File: config.mk
export PLATFORM = sky130hd
export DESIGN_NAME = dm_arbiter
export DESIGN_NICKNAME = d
export VERILOG_FILES = /design/src/rtl/dm_arbiter.sv
export SDC_FILE = /design/constraint.sdc
export NUM_CORES = 1
export LEC_CHECK = 0
export CORE_MARGIN = 1.5
export CORE_UTILIZATION = 43
export CTS_BUF_LIST = sky130_fd_sc_hd__clkbuf_8
export DETAILED_ROUTE_END_ITERATION = 10
export PLACE_DENSITY_LB_ADDON = 0.3
export SYNTH_ARGS = -nofsm -noshare
export SYNTH_HDL_FRONTEND = slang
export SYNTH_SLANG_ARGS = --single-unit
File: constraint.sdc
create_clock -name clk -period 2.3 [get_ports clk]
set_input_delay 0.46 -clock clk [delete_from_list [all_inputs] [get_ports clk]]
set_output_delay 0.46 -clock clk [all_outputs]
set_load 0.03 [all_outputs]
File: src/rtl/dm_arbiter.sv
// Two-port arbiter in front of a single-ported data memory: round-robin grant,
// one transaction in flight, read-modify-write for partial stores.
module dm_arbiter #(
    parameter int WORDS = 64
) (
    input  logic        clk,
    input  logic        rst_n,
    input  logic        req_valid_0,
    output logic        req_ready_0,
    input  logic        req_we_0,
    input  logic [31:0] req_addr_0,
    input  logic [31:0] req_wdata_0,
    input  logic [3:0]  req_be_0,
    input  logic        req_valid_1,
    output logic        req_ready_1,
    input  logic        req_we_1,
    input  logic [31:0] req_addr_1,
    input  logic [31:0] req_wdata_1,
    input  logic [3:0]  req_be_1,
    output logic        rsp_valid_0,
    output logic        rsp_valid_1,
    output logic [31:0] rsp_rdata,
    output logic        rsp_err,
    output logic        mem_write,
    output logic [31:0] mem_addr,
    output logic [31:0] mem_wdata,
    input  logic [31:0] mem_rdata,
    output logic [1:0]  dbg_state
);

    // Handshake: a request is accepted at a posedge where req_valid_x and
    // req_ready_x are both high; the requester holds valid and payload until then.

    typedef enum logic [1:0] {
        IDLE   = 2'd0,
        ACCESS = 2'd1,
        MERGE  = 2'd2,
        RESP   = 2'd3
    } state_t;

    localparam logic [31:0] WORDS_L = 32'(WORDS);

    state_t      state_q, state_d;
    logic        last_grant_q;
    logic        lat_port_q;
    logic        lat_we_q;
    logic [29:0] lat_waddr_q;
    logic [31:0] lat_wdata_q;
    logic [3:0]  lat_be_q;
    logic [31:0] merge_q;
    logic [31:0] rsp_rdata_q;
    logic        rsp_err_q;

    logic        grant_0, grant_1;
    logic        in_range;
    logic        be_full, be_none;
    logic [31:0] merged_wdata;

    // On a tie the port that did not win last time is granted.
    always_comb begin
        grant_0 = 1'b0;
        grant_1 = 1'b0;
        if (state_q == IDLE) begin
            grant_0 = req_valid_0 && (!req_valid_1 || last_grant_q);
            grant_1 = req_valid_1 && (!req_valid_0 || !last_grant_q);
        end
    end

    assign in_range = {2'b00, lat_waddr_q} < WORDS_L;
    assign be_full  = &lat_be_q;
    assign be_none  = ~|lat_be_q;

    always_comb begin
        merged_wdata = '0;
        for (int n = 0; n < 4; n++) begin
            merged_wdata[8*n +: 8] = lat_be_q[n] ? lat_wdata_q[8*n +: 8] : merge_q[8*n +: 8];
        end
    end

    always_ff @(posedge clk) begin
        if (!rst_n) begin
            state_q <= IDLE;
        end else begin
            state_q <= state_d;
        end
    end

    always_comb begin
        state_d = state_q;
        case (state_q)
            IDLE:    if (grant_0 || grant_1) state_d = ACCESS;
            ACCESS: begin
                if (in_range && lat_we_q && !be_full && !be_none) state_d = MERGE;
                else                                               state_d = RESP;
            end
            MERGE:   state_d = RESP;
            RESP:    state_d = IDLE;
            default: state_d = IDLE;
        endcase
    end

    always_comb begin
        req_ready_0 = 1'b0;
        req_ready_1 = 1'b0;
        rsp_valid_0 = 1'b0;
        rsp_valid_1 = 1'b0;
        mem_write   = 1'b0;
        mem_wdata   = lat_wdata_q;
        if (rst_n) begin
            req_ready_0 = grant_0;
            req_ready_1 = grant_1;
            case (state_q)
                ACCESS: mem_write = in_range && lat_we_q && be_full;
                MERGE: begin
                    mem_write = 1'b1;
                    mem_wdata = merged_wdata;
                end
                RESP: begin
                    rsp_valid_0 = !lat_port_q;
                    rsp_valid_1 = lat_port_q;
                end
                default: ;
            endcase
        end
    end

    assign mem_addr  = {lat_waddr_q, 2'b00};
    assign rsp_rdata = rsp_rdata_q;
    assign rsp_err   = rsp_err_q;
    assign dbg_state = state_q;

    always_ff @(posedge clk) begin
        if (!rst_n) begin
            last_grant_q <= 1'b1;
            lat_port_q   <= 1'b0;
            lat_we_q     <= 1'b0;
            lat_waddr_q  <= '0;
            lat_wdata_q  <= '0;
            lat_be_q     <= '0;
            merge_q      <= '0;
            rsp_rdata_q  <= '0;
            rsp_err_q    <= 1'b0;
        end else begin
            if (grant_0 || grant_1) begin
                last_grant_q <= grant_1;
                lat_port_q   <= grant_1;
                lat_we_q     <= grant_1 ? req_we_1          : req_we_0;
                lat_waddr_q  <= grant_1 ? req_addr_1[31:2]  : req_addr_0[31:2];
                lat_wdata_q  <= grant_1 ? req_wdata_1       : req_wdata_0;
                lat_be_q     <= grant_1 ? req_be_1          : req_be_0;
            end
            if (state_q == ACCESS) begin
                rsp_err_q   <= !in_range;
                rsp_rdata_q <= (in_range && !lat_we_q) ? mem_rdata : 32'h0;
                if (in_range && lat_we_q && !be_full && !be_none) merge_q <= mem_rdata;
            end
        end
    end

endmodule

==> summary by stage <==
Synth
Among all flip-flop cells after synthesis, the most frequent one is sky130_fd_sc_hd__dfxtp_1. After Yosys synthesis, full adders, half adders and majority gates account for 1.00% of the synthesized area. Summing the areas of all compound-gate instances in the mapped netlist gives roughly an eighth of the synthesized area. In this run the cell area of the synthesized design comes to 6230 um2. The number of warning messages in the yosys log is 0. The number of distinct standard cells referenced by the synthesized netlist is 36.

After synthesis the netlist holds a flip-flop and latch count of ~140. The share of synthesized area occupied by flip-flops and latches is between 40% and 50%. The number of instances in the synthesized netlist is just under 700. The area share of and/or/nand/nor cells after synthesis is around 17%. The async set-reset flop share out of synthesis is 0%. The number of enable flip-flop cells after synthesis is 0.

Summing the areas of all xor and xnor instances in the mapped netlist gives 0% of the synthesized area. After synthesis, the largest family of logic cells by area is multiplexers. In the synthesized netlist, mux cells make up 21.7% of the area. A synthesized cell averages between 9 and 10 um2.

GRT
Entering global routing, the biggest net connects approximately 130 pins. The global-route wire length before repair is between 20000 and 30000 um. The number of global-route vias before repair was around 5600. The number of antenna violations at the first check in global routing came to 0.

For this run the aggregate overflow at the end of global routing stands at 0. Across every metal layer, demand over resource in global routing totals between 20% and 30%.

Floorplan
From left edge to right edge, the die measures about 120 um. The area enclosed by the die boundary is 15200 um2. The top-level port count is roughly 280. The chip height is between 100 and 150 um. The initial standard-cell utilization of the core is between 40% and 50%.

The standard cell core area is roughly 14000 um2. The initialized floorplan defines 43 standard-cell rows.

Timing
The final-report max-slew violation count is 0. In the post-route analysis, the smallest setup slack over all paths is -0.0826 ns. The setup clock skew after layout is approximately 0.0084 ns. For this run, the top clock speed supported by timing is 0.420 GHz. The number of hold violations in the final report is 0. The worst pin sits at a relative slew slack of 21.3%. For the finished layout, the period the worst path requires is about 2.4 ns. Setup repair after global routing could not meet its margin everywhere. The actual slew at the worst max-slew pin is 1.18 ns. Summed over all failing endpoints, the final setup total negative slack is -0.0826 ns. The final number of setup-violating endpoints is 1. The final critical path takes up 104% of the cycle.

Routing
The starting DRC count in detailed routing is 340. After detailed routing, the average wire length per cell comes to 15.9 um. The total wire length is ~18000 um.

Dividing the detail-routed via count by the number of cells gives 5.11. Detailed routing inserted a total of 5755 vias. The count of nets left with antenna violations once routing finished came out at 0. The first-pass detailed-route iteration total is 4. For this run, design rule violations remaining after detail routing come to 0.

Pwr
The relative contribution of the clock network to total power is 17.4%. The part of the total power dissipated in sequential elements is 32.6%. The switching part of the total power is 40.5%.

In this run the static leakage power is just under 4 nW. The internal power consumption is 5.72 mW. Dividing total power by cell area gives a power density of 997 nW/um2. The maximum resistive drop on vdd is between 0.5 and 0.6 mV. The total net switching power is ~4 mW. Per report_power, the combinational group accounts for between 50% and 60% of the total. The completed layout was analyzed and its total power is approximately 9.6 mW.

Worst setup path
At the worst endpoint, the arrival time is 1.92 ns. The required arrival time at the worst endpoint is about 1.8 ns. STA classifies the critical path startpoint as a flop. STA classifies the critical path endpoint as an output pin. The highest net fanout along the worst path is 3. Together, buffers and inverters on the worst path number 1. The cell family contributing the most delay on the critical path is simple AND/OR/NAND/NOR gates.

The signal on the critical path passes through nor4_2, nand2_2, nor4_4, o211a_1, buf_6. The slowest stage of the critical path is the sky130_fd_sc_hd__dfxtp_1 cell. By startpoint and endpoint, the worst setup path is classified as flop to output pin. The largest single stage delay on the critical path is approximately 0.34 ns.

Cells and area
The filler cell count is 1160. In the final design database the tool counted 1113 nets. For this run, the share of the core covered by cells in the final layout is 69.0%. The library cell used most frequently in the layout, excluding fill and tap cells, is sky130_fd_sc_hd__clkdlybuf4s50_1.

Of the cells placed in the final design, the portion with a size suffix greater than 1 is between 15 and 20%. The area growth from synthesis to layout is 55.0%. The repair_antennas step left the layout with diodes totalling 0. In the layout the commonest cells are sky130_fd_sc_hd__clkdlybuf4s50_1, sky130_fd_sc_hd__dfxtp_1, sky130_fd_sc_hd__mux2i_1.

Placed design
The HPWL reported at the end of detailed placement is approximately 12000 um. Input and output buffers added on the ports amount to about 270. The routability congestion estimate from global placement is around 0.76. At the placement stage, the worst setup path has a slack of roughly 0.15 ns.

CTS
For this design, the CTS-stage hold fixing added 0 buffers. Clock tree synthesis selected as its root buffer the cell sky130_fd_sc_hd__clkbuf_8. After clock tree synthesis, the clock-pin slew on the worst setup and hold paths is roughly 0.070 ns.

The later pin in the worst-skew pair is clocked with a latency of around 0.44 ns. Counting along the longest clock path gives a buffer depth of 2. The TritonCTS clock tree is done. The maximum level of the CTS H-tree is 4. The tree built by TritonCTS fans out to about 140 sinks.

In this run, CTS created clock tree buffers numbering 17.

Min path
The path class of the tightest hold or removal check is input port to flop.

Flow run
The tool flagged a number of max-cap violations equal to 0.

Status
The checks that failed: negative setup slack. The run finished, with violations left.
what timing repair did:
item                       in CTS  in global routing
setup endpoints to repair      35                 35
buffers inserted                4                  3
pin swaps                       9                 10
resized for setup              55                 10
final cells by class:
| class | count | area (um2) | share of cell area, % |
|---|---|---|---|
| Clock inverter | 13 | 66.3 | 0.687 |
| Multi-Input combinational cell | 479 | 3360 | 34.9 |
| Inverter | 4 | 17.5 | 0.182 |
| Clock buffer | 19 | 262 | 2.71 |
| Timing Repair Buffer | 296 | 2980 | 30.9 |
| Tap cell | 180 | 225 | 2.33 |
| Sequential cell | 136 | 2730 | 28.3 |
cells in the mapped netlist (2+ instances only):
| library cell | count | area, um2 |
|---|---|---|
| sky130_fd_sc_hd__ha_1 | 5 | 62.6 |
| sky130_fd_sc_hd__buf_2 | 10 | 50.1 |
| sky130_fd_sc_hd__nor4_2 | 4 | 50.1 |
| sky130_fd_sc_hd__a211oi_1 | 67 | 503 |
| sky130_fd_sc_hd__buf_6 | 3 | 33.8 |
| sky130_fd_sc_hd__o21ai_0 | 2 | 10.0 |
| sky130_fd_sc_hd__o21ai_1 | 32 | 160 |
| sky130_fd_sc_hd__inv_2 | 2 | 7.51 |
| sky130_fd_sc_hd__buf_1 | 9 | 33.8 |
| sky130_fd_sc_hd__dfxtp_1 | 136 | 2720 |
| sky130_fd_sc_hd__nand2_1 | 74 | 278 |
| sky130_fd_sc_hd__buf_4 | 3 | 22.5 |
| sky130_fd_sc_hd__nor2_1 | 70 | 263 |
| sky130_fd_sc_hd__mux2i_1 | 99 | 991 |
| sky130_fd_sc_hd__nor3_1 | 3 | 15.0 |
| sky130_fd_sc_hd__clkbuf_1 | 39 | 146 |
| sky130_fd_sc_hd__nand3_1 | 66 | 330 |
| sky130_fd_sc_hd__nor4_1 | 3 | 18.8 |
| sky130_fd_sc_hd__inv_1 | 2 | 7.51 |
| sky130_fd_sc_hd__mux2_2 | 32 | 360 |
| sky130_fd_sc_hd__or2_2 | 4 | 25.0 |
| sky130_fd_sc_hd__a21oi_1 | 3 | 15.0 |
logic make-up (layout without fill, tap and decap cells):
| logic type | Yosys count | in the layout |
|---|---|---|
| flip-flops | 136 | 136 |
| adder cells (fa/ha/maj) | 5 | 5 |
| other | 1 | 2 |
| multiplexers | 131 | 131 |
| AO/OA/AOI/OAI | 110 | 110 |
| AND/OR/NAND/NOR | 231 | 231 |
| buffers and inverters | 68 | 332 |
state kept, by name, summed over array words and instances, names as in the netlist:
name,cells
dbg_state,2
last_grant_q,1
lat_be_q,4
lat_port_q,1
lat_waddr_q,30
lat_wdata_q,32
lat_we_q,1
merge_q,32
rsp_err,1
rsp_rdata,32
per-layer routing:
layer  part of all wire (%)  global-route usage, %  vias to the layer above  routed length [um]
met4                    1.7                   7.33                        0                 309
met5                      0                      0                        -                   0
li1                       -                      -                     2930                   -
met3                    6.4                   7.10                       22                1140
met1                     42                   28.3                     2618                7470
met2                     50                   42.2                      185                8950
through the flow:
stage	instance area [um2]	instances	hold slack (ns)
2_1_floorplan	6240	683	0.432
3_3_place_gp	9010	1088	0.442
3_5_place_dp	9010	1088	0.448
4_1_cts	9580	1124	0.276
5_1_grt	9650	1127	0.271
6_report	9650	1127	0.302
worst paths after layout:
path                                      start           end  slack (ns)  cells past startpoint
worst max-delay path             lat_waddr_q[9]     mem_write       -0.08                      5
worst min-delay path                      rst_n  last_grant_q        0.30                      2
worst max register to register  lat_waddr_q[29]    merge_q[3]        0.30                      6
worst min register to register      merge_q[31]   merge_q[31]        0.45                      2
power by group through the flow:
stage,clock [mW],sequential [mW],combinational [mW]
finish,1.67,3.14,4.81
global route,1.82,3.20,5.19
CTS,1.71,3.12,4.75
detailed placement,0,3.14,4.45
global placement,0,3.12,4.41
floorplan,0,3.47,2.46
Note: power is estimated with default switching activity, not from simulation.
==> patch 1: new RTL, same settings <==
`WORDS`: 64 -> 32.
--- a/src/rtl/dm_arbiter.sv
+++ b/src/rtl/dm_arbiter.sv
@@ -1,7 +1,7 @@
 // Two-port arbiter in front of a single-ported data memory: round-robin grant,
 // one transaction in flight, read-modify-write for partial stores.
 module dm_arbiter #(
-    parameter int WORDS = 64
+    parameter int WORDS = 32
 ) (
     input  logic        clk,
     input  logic        rst_n,
Function: changed (Yosys sat finds a counterexample within 4 cycles, from zero or initial values and one cycle with rst_n low).
==> patch 1 against the original RTL <==
The run still ends with setup timing left; hold slack better by 0.0082 ns; total power increased by 4.3%; largest cell class unchanged; setup slack improved by 0.025 ns; wire length increased by 2.1%; area after synthesis about the same; sequential cell count did not move; design area increased by 1.4%; highest routed layer unchanged; clock skew grew 0.0029 ns.
==> patch 1: results (changes against the original RTL) <==
logic_synthesis:
  ys_seq_area_frac: 0.4374  # about the same
  syn_area_per_cell_sq_um: 9.114  # -0.19%
  synth_adder_area_share: 0.01005  # about the same
  synth_mux_area_frac: 0.2171  # about the same
  synthTopCellsByArea: "dfxtp_1, mux2i_1, a211oi_1, mux2_2, nand3_1"
  synth_compound_area_frac: 0.1188  # about the same
  ys_top_cells_by_count: "dfxtp_1, mux2i_1, nand2_1, nor2_1"
pwr:
  p_per_area_nw_per_um2: 1025  # +2.8%
  pwr-share-seq: 0.313  # -0.013
  ir_worst_vdd_mv: 0.6263  # +6.9%
  p_leak_nw: 4.000  # +1.1%
  internal_power_w: 0.006033  # +5.5%
global_routing:
  grt_pass1_vias: 5701  # +1.8%
  grt_pass1_wl_mm: 28.23  # +0.29%
  grt_max_degree: 86  # -33%
  track_usage: 0.2407  # about the same
placed_design:
  gp_congestion: 0.7902  # +3.4%
  hpwl_mm: 13.33  # +7.1%
  post-place-ws_ns: 0.1392  # -0.01453 ns
  post_dp_cell_area_sq_um: 9055  # +0.53%
detailed_routing:
  num_vias: 5884  # +2.2%
  first_pass_iters: 4  # unchanged
sta:
  fin_hold_ws_ns: 0.3103  # +0.008216 ns
  setup_tns_ns: -0.06303  # +0.01954 ns
  layout_setup_ws_ns: -0.05773  # +0.02484 ns
  finClkSkew_ns: 0.01139  # +0.002942 ns
  setup_viol: 2  # +1
critical_path:
  reg2reg_slack_ns: 0.07  # -0.23 ns
  rr_worst_depth: 9  # +3
  reg2reg_to: "merge_q[16]"
  cp.arrival_ns: 1.90  # -0.02 ns
  cp-startpoint: "lat_waddr_q[20]"
clocking:
  post_cts_buffers: 7  # +3
cells_and_area:
  drive_above_1_share: 0.1679  # +0.006328
outcome:
  failed_checks: "setup timing"
  status: "finished with violations"
min_path:
  min-delay-start: "rst_n"
patch 1: cell types whose count changed in the layout (fill, tap and decap cells not counted), sizes merged:
cell	delta
inv	-1
nand2	-1
nand3	+1
nor4	-1
clkbuf	-2
clkinv	-2
clkinvlp	+2
bufinv	+3
nor2	+1
buf	+5
nor3	+1
patch 1: routing by layer:
metal,GRT usage,vias to the layer above,share of wire
li1,-,2960,-
met4,0.1157,0,0.036
met3,0.07242,46,0.067
met2,0.4069,210,0.49
met5,0,-,0
met1,0.2779,2668,0.41
patch 1: final cells by class:
type,count,area [sq um],share of cell area
clock buffer,17,234.0,0.02391
clock inverter,15,176.4,0.01803
multi-input combinational,480,3351,0.3424
tap,180,225.2,0.02301
sequential,136,2731,0.2791
timing repair buffer,301,3047,0.3113
inverter,4,21.27,0.002174
patch 1: cells by family after synthesis:
logic type      after synthesis
flops                       136
mux                         131
compound gates              110
buf+inv                      68
fa+ha+maj                     5
simple gates                232
other cells                   1
==> patch 2: new RTL, same settings <==
Without the edit above. Register the output `rsp_err` once more; this adds one clock of latency there. The other outputs are not delayed to match.
--- a/src/rtl/dm_arbiter.sv
+++ b/src/rtl/dm_arbiter.sv
@@ -126,7 +126,9 @@
 
     assign mem_addr  = {lat_waddr_q, 2'b00};
     assign rsp_rdata = rsp_rdata_q;
-    assign rsp_err   = rsp_err_q;
+    always_ff @(posedge clk) begin
+        rsp_err <= rsp_err_q;
+    end
     assign dbg_state = state_q;
 
     always_ff @(posedge clk) begin
Formal check against the unedited RTL: not equivalent (a bounded check fails within 4 cycles, from zero or initial values and one cycle with rst_n low).
==> patch 2 against the original RTL <==
Area after synthesis grew 0.32%; the run still ends with setup timing left; hold slack lost 0.011 ns; sequential cell count grew 1; clock power grew 13%; wire length grew 1.1%; cell count shrank 0.62%; synthesized cell count grew 0.15%; design area is essentially flat; total power grew 1.3%; setup slack gained 0.050 ns; critical endpoint unchanged; sequential share of layout area grew 0.23 points; first-iteration DRC count shrank 12%; largest power group unchanged.
==> patch 2: results (changes against the original RTL) <==
outcome:
  status: "finished with violations"
  failed_checks: "setup timing"
critical_path:
  r2r-start: "lat_waddr_q[18]"
  reg2reg_to: "merge_q[4]"
  cp.arrival_ns: 1.87  # -0.05 ns
  slowest_stage: "dfxtp_2"
logic_synthesis:
  netlist.area_leader.share: 0.4390  # +0.001803
  synth_compound_area_frac: 0.1184  # -0.0003805
  synth_mux_area_frac: 0.2163  # -0.0006954
  ys_top_cells_by_count: "dfxtp_1, mux2i_1, nand2_1, nor2_1, a211oi_1"
  synthTopCellsByArea: "dfxtp_1, mux2i_1, a211oi_1, mux2_2, nand3_1"
placed_design:
  post-place-ws_ns: 0.1918  # +0.03812 ns
  gp_congestion: 0.7449  # -2.6%
  hpwl_mm: 12.79  # +2.7%
sta:
  relSlewSlack: 0.2150  # +0.001566
  finClkSkew_ns: 0.008302  # -0.0001417 ns
  layout_setup_ws_ns: -0.03227  # +0.05030 ns
  setup_tns_ns: -0.03227  # +0.05030 ns
  setup_viol: 1  # unchanged
pwr:
  combPwrFrac: 0.482  # -0.018
  p_leak_nw: 3.903  # -1.4%
  p_per_area_nw_per_um2: 1010  # +1.4%
  swShare: 0.3997  # -0.005704
detailed_routing:
  num_vias: 5790  # +0.61%
  wire_per_inst_um: 16.13  # +1.8%
  drtIter0Drc: 300  # -12%
  vias_per_cell: 5.170  # +1.2%
global_routing:
  track_usage: 0.2336  # -0.007174
  grt_pass1_wl_mm: 27.50  # -2.3%
  grt_pass1_vias: 5497  # -1.8%
clocking:
  post_cts_buffers: 1  # -3
  post_cts_resized: 29  # -47%
cells_and_area:
  fill_cells: 1152  # -0.69%
  layout.nets: 1107  # -0.54%
==> patch 2: area by class of cell <==
| type | instances | area [sq um] | area share |
|---|---|---|---|
| Tap cell | 180 | 225.2 | 0.02336 |
| Sequential cell | 137 | 2750 | 0.2852 |
| Multi-Input combinational cell | 479 | 3328 | 0.3451 |
| Inverter | 4 | 15.01 | 0.001557 |
| Clock inverter | 13 | 130.1 | 0.01349 |
| Clock buffer | 18 | 247.7 | 0.02569 |
| Timing Repair Buffer | 289 | 2947 | 0.3056 |
==> patch 2: stage by stage <==
step | instance area (sq um) | hold WS (ns)
finish | 9643 | 0.2913
floorplan | 6259 | 0.3314
global placement | 9040 | 0.3407
detailed placement | 9040 | 0.3502
CTS | 9532 | 0.2693
global route | 9643 | 0.2869
==> patch 2: layer usage <==
metal  GRT usage  share of wire
met1      0.2809           0.42
met5           0              0
met2      0.4014           0.49
met3     0.06596          0.070
met4     0.07687          0.019
